`config.mk`:
```
export PLATFORM = sky130hd
export DESIGN_NAME = cluster_box_encoder_flat
export DESIGN_NICKNAME = d
export VERILOG_FILES = /design/src/rtl/cluster_box_encoder_if.sv /design/src/rtl/cluster_box_encoder.sv /design/src/flat_wrapper.sv
export SDC_FILE = /design/constraint.sdc
export NUM_CORES = 2
export LEC_CHECK = 0
export CAP_MARGIN = 20
export CORE_MARGIN = 5
export CORE_UTILIZATION = 62
export CTS_CLUSTER_SIZE = 14
export DETAILED_ROUTE_END_ITERATION = 10
export PLACE_DENSITY = 0.87
export SYNTH_ARGS = -nofsm -noshare
export SYNTH_HDL_FRONTEND = slang
export SYNTH_SLANG_ARGS = --single-unit
```
`constraint.sdc`:
```
create_clock -name clk -period 23.2 [get_ports clk]
set_clock_uncertainty 0.05 [all_clocks]
set_input_delay 4.64 -clock clk [delete_from_list [all_inputs] [get_ports clk]]
set_output_delay 4.64 -clock clk [all_outputs]
set_load 0.03 [all_outputs]
```
`src/rtl/cluster_box_encoder_if.sv`:
```
// Stream bundle between the segment refiner, the box encoder and the fusion stage.
// The master drives records in and accepts boxes out; the encoder is the slave.
interface cluster_box_encoder_if;
    logic         in_valid;
    logic [75:0]  in_data;
    logic         frame_done;
    logic         out_valid;
    logic         out_ready;
    logic [113:0] out_box;
    logic         out_last;
    logic         out_empty;
    logic [12:0]  frame_box_count;
    logic [15:0]  overflow_count;
    logic [15:0]  reject_count;

    modport master (
        output in_valid, in_data, frame_done, out_ready,
        input  out_valid, out_box, out_last, out_empty,
        input  frame_box_count, overflow_count, reject_count
    );

    modport slave (
        input  in_valid, in_data, frame_done, out_ready,
        output out_valid, out_box, out_last, out_empty,
        output frame_box_count, overflow_count, reject_count
    );
endinterface

```
`src/rtl/cluster_box_encoder.sv`:
```
// Buffers packed cluster records and converts each into an object-proposal box
// (centre, extent, volume, size class) on a valid/ready stream with in-band frame markers.
module cluster_box_encoder #(
    parameter int unsigned FIFO_DEPTH = 16,
    parameter int unsigned SMALL_DIM  = 8,
    parameter int unsigned MED_DIM    = 64
) (
    input logic                  clk,
    input logic                  rst,
    cluster_box_encoder_if.slave bus
);
    localparam int unsigned    PTR_W   = $clog2(FIFO_DEPTH);
    localparam int unsigned    GEOM_W  = 79;
    localparam logic [PTR_W:0] DEPTH_L = (PTR_W + 1)'(FIFO_DEPTH);
    localparam logic [10:0]    SMALL_L = 11'(SMALL_DIM);
    localparam logic [10:0]    MED_L   = 11'(MED_DIM);
    localparam logic [12:0]    RUN_MAX = 13'd4095;
    localparam logic [15:0]    CNT_MAX = 16'hFFFF;

    typedef struct packed {
        logic        marker;
        logic        last;
        logic [75:0] data;
    } entry_t;

    entry_t           fifo_mem [FIFO_DEPTH];
    entry_t           push_entry;
    entry_t           head;
    logic [PTR_W-1:0] wr_ptr;
    logic [PTR_W-1:0] rd_ptr;
    logic [PTR_W:0]   fifo_cnt;
    logic             push_req;
    logic             do_push;
    logic             do_pop;
    logic             fifo_full;
    logic             fifo_empty;
    logic             drop;
    logic             stall;
    logic             accept;

    // geom = {size16, cx10, cy10, cz10, dx11, dy11, dz11}
    logic              s1_valid, s1_marker, s1_last;
    logic [GEOM_W-1:0] s1_geom;
    logic              s2_valid, s2_marker, s2_last;
    logic [GEOM_W-1:0] s2_geom;
    logic [21:0]       s2_dxdy;
    logic [10:0]       s2_dmax;
    logic              s3_valid, s3_marker, s3_last;
    logic [GEOM_W-1:0] s3_geom;
    logic [32:0]       s3_vol;
    logic [1:0]        s3_class;

    logic              out_valid_q, out_last_q, out_empty_q;
    logic [113:0]      out_box_q;
    logic [12:0]       run_cnt;
    logic [12:0]       run_next;
    logic [12:0]       frame_cnt;
    logic [15:0]       ovf_cnt;
    logic [15:0]       rej_cnt;

    // Decode signals from the FIFO head
    logic [9:0]        mn_x, mx_x, mn_y, mx_y, mn_z, mx_z;
    logic [10:0]       d_x, d_y, d_z;
    logic [9:0]        c_x, c_y, c_z;
    logic              bad;
    logic [GEOM_W-1:0] dec_geom;
    logic [10:0]       m_xy;
    logic [10:0]       dmax;

    assign stall      = out_valid_q && !bus.out_ready;
    assign accept     = out_valid_q && bus.out_ready;
    assign fifo_full  = (fifo_cnt == DEPTH_L);
    assign fifo_empty = (fifo_cnt == '0);
    assign head       = fifo_mem[rd_ptr];

    // A record and frame_done in the same cycle share one entry; frame_done alone is a marker.
    assign push_req   = bus.in_valid || bus.frame_done;
    assign push_entry = bus.in_valid ? entry_t'{marker: 1'b0, last: bus.frame_done,
                                                data: bus.in_data}
                                     : entry_t'{marker: 1'b1, last: 1'b1, data: '0};
    assign do_pop     = !fifo_empty && !stall;
    assign do_push    = push_req && (!fifo_full || do_pop);
    assign drop       = push_req && fifo_full && !do_pop;

    always_comb begin
        {mn_x, mx_x, mn_y, mx_y, mn_z, mx_z} = head.data[59:0];
        d_x = {1'b0, mx_x} - {1'b0, mn_x} + 11'd1;
        d_y = {1'b0, mx_y} - {1'b0, mn_y} + 11'd1;
        d_z = {1'b0, mx_z} - {1'b0, mn_z} + 11'd1;
        c_x = 10'(({1'b0, mn_x} + {1'b0, mx_x}) >> 1);
        c_y = 10'(({1'b0, mn_y} + {1'b0, mx_y}) >> 1);
        c_z = 10'(({1'b0, mn_z} + {1'b0, mx_z}) >> 1);
        bad = (mn_x > mx_x) || (mn_y > mx_y) || (mn_z > mx_z);
        if (head.marker || bad) begin
            dec_geom = '0;
        end else begin
            dec_geom = {head.data[75:60], c_x, c_y, c_z, d_x, d_y, d_z};
        end
    end

    always_comb begin
        m_xy = (s1_geom[32:22] > s1_geom[21:11]) ? s1_geom[32:22] : s1_geom[21:11];
        dmax = (m_xy > s1_geom[10:0]) ? m_xy : s1_geom[10:0];
    end

    assign run_next = (!out_empty_q && run_cnt != RUN_MAX) ? run_cnt + 13'd1 : run_cnt;

    always_ff @(posedge clk) begin
        if (do_push) begin
            fifo_mem[wr_ptr] <= push_entry;
        end
    end

    always_ff @(posedge clk or posedge rst) begin
        if (rst) begin
            wr_ptr      <= '0;
            rd_ptr      <= '0;
            fifo_cnt    <= '0;
            s1_valid    <= 1'b0;
            s1_marker   <= 1'b0;
            s1_last     <= 1'b0;
            s1_geom     <= '0;
            s2_valid    <= 1'b0;
            s2_marker   <= 1'b0;
            s2_last     <= 1'b0;
            s2_geom     <= '0;
            s2_dxdy     <= '0;
            s2_dmax     <= '0;
            s3_valid    <= 1'b0;
            s3_marker   <= 1'b0;
            s3_last     <= 1'b0;
            s3_geom     <= '0;
            s3_vol      <= '0;
            s3_class    <= '0;
            out_valid_q <= 1'b0;
            out_last_q  <= 1'b0;
            out_empty_q <= 1'b0;
            out_box_q   <= '0;
            run_cnt     <= '0;
            frame_cnt   <= '0;
            ovf_cnt     <= '0;
            rej_cnt     <= '0;
        end else begin
            if (do_push) begin
                wr_ptr <= wr_ptr + PTR_W'(1);
            end
            if (do_pop) begin
                rd_ptr <= rd_ptr + PTR_W'(1);
            end
            case ({do_push, do_pop})
                2'b10:   fifo_cnt <= fifo_cnt + (PTR_W + 1)'(1);
                2'b01:   fifo_cnt <= fifo_cnt - (PTR_W + 1)'(1);
                default: fifo_cnt <= fifo_cnt;
            endcase

            if (drop && ovf_cnt != CNT_MAX) begin
                ovf_cnt <= ovf_cnt + 16'd1;
            end
            if (do_pop && bad && rej_cnt != CNT_MAX) begin
                rej_cnt <= rej_cnt + 16'd1;
            end

            if (!stall) begin
                // A rejected record survives only as a marker when it closes the frame.
                s1_valid    <= do_pop && (!bad || head.last);
                s1_marker   <= head.marker || bad;
                s1_last     <= head.last;
                s1_geom     <= dec_geom;

                s2_valid    <= s1_valid;
                s2_marker   <= s1_marker;
                s2_last     <= s1_last;
                s2_geom     <= s1_geom;
                s2_dxdy     <= 22'(s1_geom[32:22]) * 22'(s1_geom[21:11]);
                s2_dmax     <= dmax;

                s3_valid    <= s2_valid;
                s3_marker   <= s2_marker;
                s3_last     <= s2_last;
                s3_geom     <= s2_geom;
                s3_vol      <= 33'(s2_dxdy) * 33'(s2_geom[10:0]);
                s3_class    <= (s2_dmax <= SMALL_L) ? 2'd0 :
                               (s2_dmax <= MED_L)   ? 2'd1 : 2'd2;

                out_valid_q <= s3_valid;
                out_last_q  <= s3_last;
                out_empty_q <= s3_marker;
                out_box_q   <= s3_marker ? '0 : {s3_vol, s3_geom, s3_class};
            end

            if (accept) begin
                if (out_last_q) begin
                    frame_cnt <= run_next;
                    run_cnt   <= '0;
                end else begin
                    run_cnt   <= run_next;
                end
            end
        end
    end

    assign bus.out_valid       = out_valid_q;
    assign bus.out_box         = out_box_q;
    assign bus.out_last        = out_last_q;
    assign bus.out_empty       = out_empty_q;
    assign bus.frame_box_count = frame_cnt;
    assign bus.overflow_count  = ovf_cnt;
    assign bus.reject_count    = rej_cnt;
endmodule

```
`src/flat_wrapper.sv`:
```
// flat-port wrapper written by rule: the top's interface ports become plain ports
module cluster_box_encoder_flat 
#(
    parameter int unsigned FIFO_DEPTH = 16,
    parameter int unsigned SMALL_DIM  = 8,
    parameter int unsigned MED_DIM    = 64
)
  (clk, rst, bus_in_valid, bus_in_data, bus_frame_done, bus_out_ready, bus_out_valid, bus_out_box, bus_out_last, bus_out_empty, bus_frame_box_count, bus_overflow_count, bus_reject_count);
  cluster_box_encoder_if bus_i ();
  input logic clk;
  input logic rst;
  input wire logic [$bits(bus_i.in_valid)-1:0] bus_in_valid;
  input wire logic [$bits(bus_i.in_data)-1:0] bus_in_data;
  input wire logic [$bits(bus_i.frame_done)-1:0] bus_frame_done;
  input wire logic [$bits(bus_i.out_ready)-1:0] bus_out_ready;
  output wire logic [$bits(bus_i.out_valid)-1:0] bus_out_valid;
  output wire logic [$bits(bus_i.out_box)-1:0] bus_out_box;
  output wire logic [$bits(bus_i.out_last)-1:0] bus_out_last;
  output wire logic [$bits(bus_i.out_empty)-1:0] bus_out_empty;
  output wire logic [$bits(bus_i.frame_box_count)-1:0] bus_frame_box_count;
  output wire logic [$bits(bus_i.overflow_count)-1:0] bus_overflow_count;
  output wire logic [$bits(bus_i.reject_count)-1:0] bus_reject_count;
  assign bus_i.in_valid = bus_in_valid;
  assign bus_i.in_data = bus_in_data;
  assign bus_i.frame_done = bus_frame_done;
  assign bus_i.out_ready = bus_out_ready;
  assign bus_out_valid = bus_i.out_valid;
  assign bus_out_box = bus_i.out_box;
  assign bus_out_last = bus_i.out_last;
  assign bus_out_empty = bus_i.out_empty;
  assign bus_frame_box_count = bus_i.frame_box_count;
  assign bus_overflow_count = bus_i.overflow_count;
  assign bus_reject_count = bus_i.reject_count;
  cluster_box_encoder #(.FIFO_DEPTH(FIFO_DEPTH), .SMALL_DIM(SMALL_DIM), .MED_DIM(MED_DIM)) u_core (.clk(clk), .rst(rst), .bus(bus_i));
endmodule
```
# == Word-level counts from Yosys, hierarchy flattened ==
# Memory sizes are Yosys's and may differ from the RTL's.
# Index checks and enable logic that the tools add are counted.
# totals
ff_bits,502
latchBits,0
ramBits,1248
mem_bits_ro,0
input_bits,81
wordCells,98
n_memories,1
# op_classes
addsub,16
n_mul,2
div_mod_pow,0
n_lt_le_gt_ge,7
n_eq_ne,6
shifts,0
mux,12
n_bitwise,0
n_reduce_logical,27
# mem_list
memory,depth,width,read_ports,rd_ports_with_merged_regs,write_ports,line_no,rtl
u_core.fifo_mem,16,78,1,0,1,cluster_box_encoder.sv:26,entry_t fifo_mem [FIFO_DEPTH];
# op_table
op,count
two-way mux 114 bit,1
two-way mux 79 bit,1
two-way mux 78 bit,1
adder 10 x 10 -> 11 bit,3
"adder 11 x 1 -> 11 bit, second input constant",3
multiplier 22 x 11 -> 33 bit,1
subtractor 10 x 10 -> 11 bit,3
"adder 16 x 1 -> 16 bit, second input constant",2
"inequality test 16 bit, second input constant",2
> comparator 10 bit,3
two-way mux 13 bit,2
> comparator 11 bit,2
multiplier 11 x 11 -> 22 bit,1
two-way mux 11 bit,2
"adder 13 x 1 -> 13 bit, second input constant",1
"inequality test 13 x 12 -> 1 bit, second input constant",1
"<= comparator 11 x 4 -> 1 bit, second input constant",1
"<= comparator 11 x 7 -> 1 bit, second input constant",1
logical AND 1 bit,11
one-hot mux 5 bit (2 select lines),1
"adder 4 x 1 -> 4 bit, second input constant",2
logical NOT 1 bit,7
logical OR 1 bit,6
"adder 5 x 1 -> 5 bit, second input constant",1
9 further kinds,11

# == Logic depth before layout (Yosys ltp) ==
# logic_depth
ltp_word,8
mapped_depth,21
depth_no_buf,20

# == Worst setup path before layout ==
# OpenSTA, ideal clock, no wires.
# synth_path
path_kind,input to register
from,in bus_out_ready
to,mem u_core.fifo_mem[4][0] (netlist bit) (enable)
arrival_ns,7.442
slack_ns,15.263
cell_stages,7
path_buffers,1
path_cell_list,nor2b_1 buf_2 and3_1 nor2_1 nand2_1 nor2_1 and2_1
# synth_between
elab_chain_len,8
# synth_rtl
element,line_no,rtl
start: declaration,flat_wrapper.sv:15,input wire logic [$bits(bus_i.out_ready)-1:0] bus_out_ready;
logical NOT 1 bit,cluster_box_encoder.sv:70,assign stall = out_valid_q && !bus.out_ready;
logical AND 1 bit,cluster_box_encoder.sv:70,
logical NOT 1 bit,cluster_box_encoder.sv:81,assign do_pop = !fifo_empty && !stall;
logical AND 1 bit,cluster_box_encoder.sv:81,
logical OR 1 bit,cluster_box_encoder.sv:82,assign do_push = push_req && (!fifo_full || do_pop);
logical AND 1 bit,cluster_box_encoder.sv:82,
two-way mux 1 bit,cluster_box_encoder.sv:109,if (do_push) begin
two-way mux 1 bit (implied by the code),cluster_box_encoder.sv:110,fifo_mem[wr_ptr] <= push_entry;
end: declaration,cluster_box_encoder.sv:26,
# No other way between the ends.

# == Worst setup path after layout ==
# layout_path
from,in bus_out_ready
to,mem u_core.fifo_mem[15][37] (netlist bit) (enable)
# Same word-level chain as after synthesis.

==> results.ini <==
[run_status]
status=finished clean

[sta]
hold_viol_final=0
relSlewSlack_pct=19.2
setup_viol=0
drv_slew=0
grt_setup_unrepaired=false
max_freq_mhz=126
tns_ns=0
post-route-period-util_pct=34.2
worst_pin_slew_ns=1.21
min_period_ns=7.93

[floorplanning]
die_width_um=375
die-area_um2=141000
initial_utilization_pct=62.2
io_pins=243
die_h_um=375
core_um2=133000
row_count=134

[setup_path]
crit_family=simple AND/OR/NAND/NOR gates
critical_path.startpoint_type=primary input
cp_data_required_time_ns=23.56
worst_r2r_path_depth=14
critPathMaxFanout=45
worstPathCellList=clkdlybuf4s50_1 > nor2b_4 > and3_1 > nor2_1 > and3_1 > and2_4 > buf_4
cp_num_cells=7
critical-path-slowest-cell=buf_4
end_kind=flop
crit_type=primary input to flop
path_buf_inv=2
cpPeakStageDelay_ns=0.82
worstPathArrival_ns=8.30
cp_common_cell=and3_1

[final_layout]
final_common_cell=edfxtp_1
final_cell_mix=edfxtp_1 (1,248), nand2_1 (1,055), dfrtp_1 (497)
final_cells=7807
register_area_um2=50100
drive_above_1_share_pct=12.2
fin_nets=6535
num-fill-cells=8113
fin_util_pct=69.5
syn_to_final_growth_pct=11.8
multi_input_area_um2=30000

[power]
report.power.total_mw=12.2
p_per_area_nw_per_um2=131
ir_drop_v=0.000158
leakagePower_nw=36.8

[logic_synthesis]
synthesis.nets=6358
yosys_warnings=0
synth.area.mux_share_pct=11.0
synthCells=5719
synth_adder_area_share_pct=10.9
synth_top_family_by_area=multiplexers
synthSimpleGateAreaFrac_pct=9.35
ys.flop_type=edfxtp_1
synth_edf_count=1248
synth_compound_area_share_pct=3.68
netlist_area_um2=82700
synth_area_per_cell_um2=14.5
async_flop_share_pct=28.7
yosysSeqAreaShare_pct=60.5
ys_types=68
yosys.area_share.xor_xnor_pct=1.32
ys_ff_latch=1750

[drt]
dr_total_vias=49619
post_drt_wl_per_cell_um=27.3
drt-total-wl_um=213000
drt_first_iter_violations=5800
dr.pass1.iters=6
antenna_left=0
vias_per_cell=6.36
drt_drc_violations_left=0

[cts]
clkLatencyLatePin_ns=0.82
path_clk_slew_ns=0.06
cts.repair.resized=0
cts_buffer_depth=3
cts_buffers=170
htreeDepth=4
cts_root_buf=clkbuf_16
post-cts-setup-buffer-count=0
clock-sinks=1750
hold_buffers=0
tritoncts=yes

[global_routing]
grt_max_degree=168
grt_overflow_total=0
first_global_vias=51219
grt_pass1_wl_um=323000
antenna_found_initial=6
grt_usage_pct=30.5

[hold_path]
min_path_type=flop to flop
holdPathStages=1

[flow_run]
max-cap-violations=0

[place]
dp_cells=7490
dpl.hpwl_um=126000
port_buffers=242
place_congestion=0.868

## metrics by stage
| step | worst slack (ns) | area (um2) | hold WS (ns) |
|---|---|---|---|
| 3_3_place_gp | 14.70 | 86700 | 0.396 |
| 6_report | 15.27 | 92500 | 0.371 |
| 2_1_floorplan | 4.49 | 82700 | 0.380 |
| 5_1_grt | 15.35 | 92500 | 0.396 |
| 3_5_place_dp | 14.64 | 86700 | 0.398 |
| 4_1_cts | 15.41 | 92400 | 0.363 |
## power breakdown
| group | switching (mW) | internal (mW) | total (mW) |
|---|---|---|---|
| Combinational | 3.05 | 2.02 | 5.08 |
| Sequential | 0.364 | 3.87 | 4.24 |
| Clock | 1.26 | 1.59 | 2.84 |
## worst paths after layout
| kind | start | end | slack (ns) |
|---|---|---|---|
| min in group asynchronous | rst | u_core.bus.frame_box_count[9] | 4.30 |
| worst max register to register | u_core.rd_ptr[1] | u_core.bus.reject_count[11] | 16.50 |
| max in group asynchronous | rst | u_core.bus.out_box[45] | 15.96 |
| worst max-delay path | bus_out_ready | u_core.fifo_mem[15][37] | 15.27 |
| worst min-delay path | u_core.s3_valid | u_core.bus.out_valid | 0.37 |
| worst min register to register | u_core.s3_valid | u_core.bus.out_valid | 0.37 |
## area by class of cell
type | instances | share of cell area, %
sequential | 1750 | 54.1
timing repair buffer | 291 | 3.11
tap | 1768 | 2.39
clock inverter | 102 | 1.35
clock buffer | 212 | 4.86
antenna | 1 | 0.00271
inverter | 419 | 1.71
multi-input combinational | 3264 | 32.4
## logic make-up after synthesis
group                    Yosys count
AND/OR/NAND/NOR                 1685
AO/OA/AOI/OAI                    480
adder cells (fa/ha/maj)          558
flip-flops                      1750
buffers and inverters            705
XOR/XNOR                         125
multiplexers                     416
## flip-flops by register name (all words and copies together), names as in the netlist, 2 cells and up
register,count
u_core.rd_ptr,4
u_core.s2_dxdy,22
u_core.bus.overflow_count,16
u_core.s3_class,2
u_core.fifo_cnt,5
u_core.run_cnt,13
u_core.bus.reject_count,16
u_core.bus.frame_box_count,13
u_core.wr_ptr,4
u_core.s3_vol,33
u_core.s1_geom,79
u_core.s2_dmax,11
u_core.bus.out_box,114
u_core.s3_geom,79
u_core.s2_geom,79
u_core.fifo_mem,1248
## layer usage
metal  GRT usage [%]  vias to the layer above  wire length (um)  part of all wire [%]
li1                -                    20774                 -                     -
met3            6.16                      559             19700                   9.2
met2            52.2                     3018            109000                    51
met4            12.5                        2             10100                   4.7
met1            38.6                    25266             74200                    35
met5               0                        -                16                0.0075
## cells in the mapped netlist, types with 28 or more instances
master	instances	area share [%]
buf_2	43	0.26
edfxtp_1	1248	45
nand2_1	1055	4.8
a21o_1	41	0.37
nand4_1	28	0.21
o21ai_1	34	0.21
xor2_1	51	0.54
mux4_2	390	11
a21oi_1	121	0.73
o21ai_0	107	0.65
and2_1	230	1.7
dfrtp_1	502	15
clkbuf_1	234	1.1
nand3_1	39	0.24
fa_1	269	6.5
nor3_1	35	0.21
ha_1	289	4.4
xnor2_1	74	0.78
nand3b_1	114	1.0
inv_1	418	1.9
nor2_1	99	0.45
## worst reg2reg max path, stage by stage, from the launching register on
cell and delay (ns):
dfrtp_4 0.78, buf_12 0.75, buf_4 0.99, mux4_2 0.48
mux4_2 0.61, ha_1 0.48, nand4_1 0.27, nor3_1 0.34
a211oi_1 0.12, o21ai_0 0.17, a222oi_1 0.11, buf_4 0.29
or4_1 0.78, nor3_1 0.27, xnor2_1 0.15
Note: power is estimated with default switching activity, not from simulation.
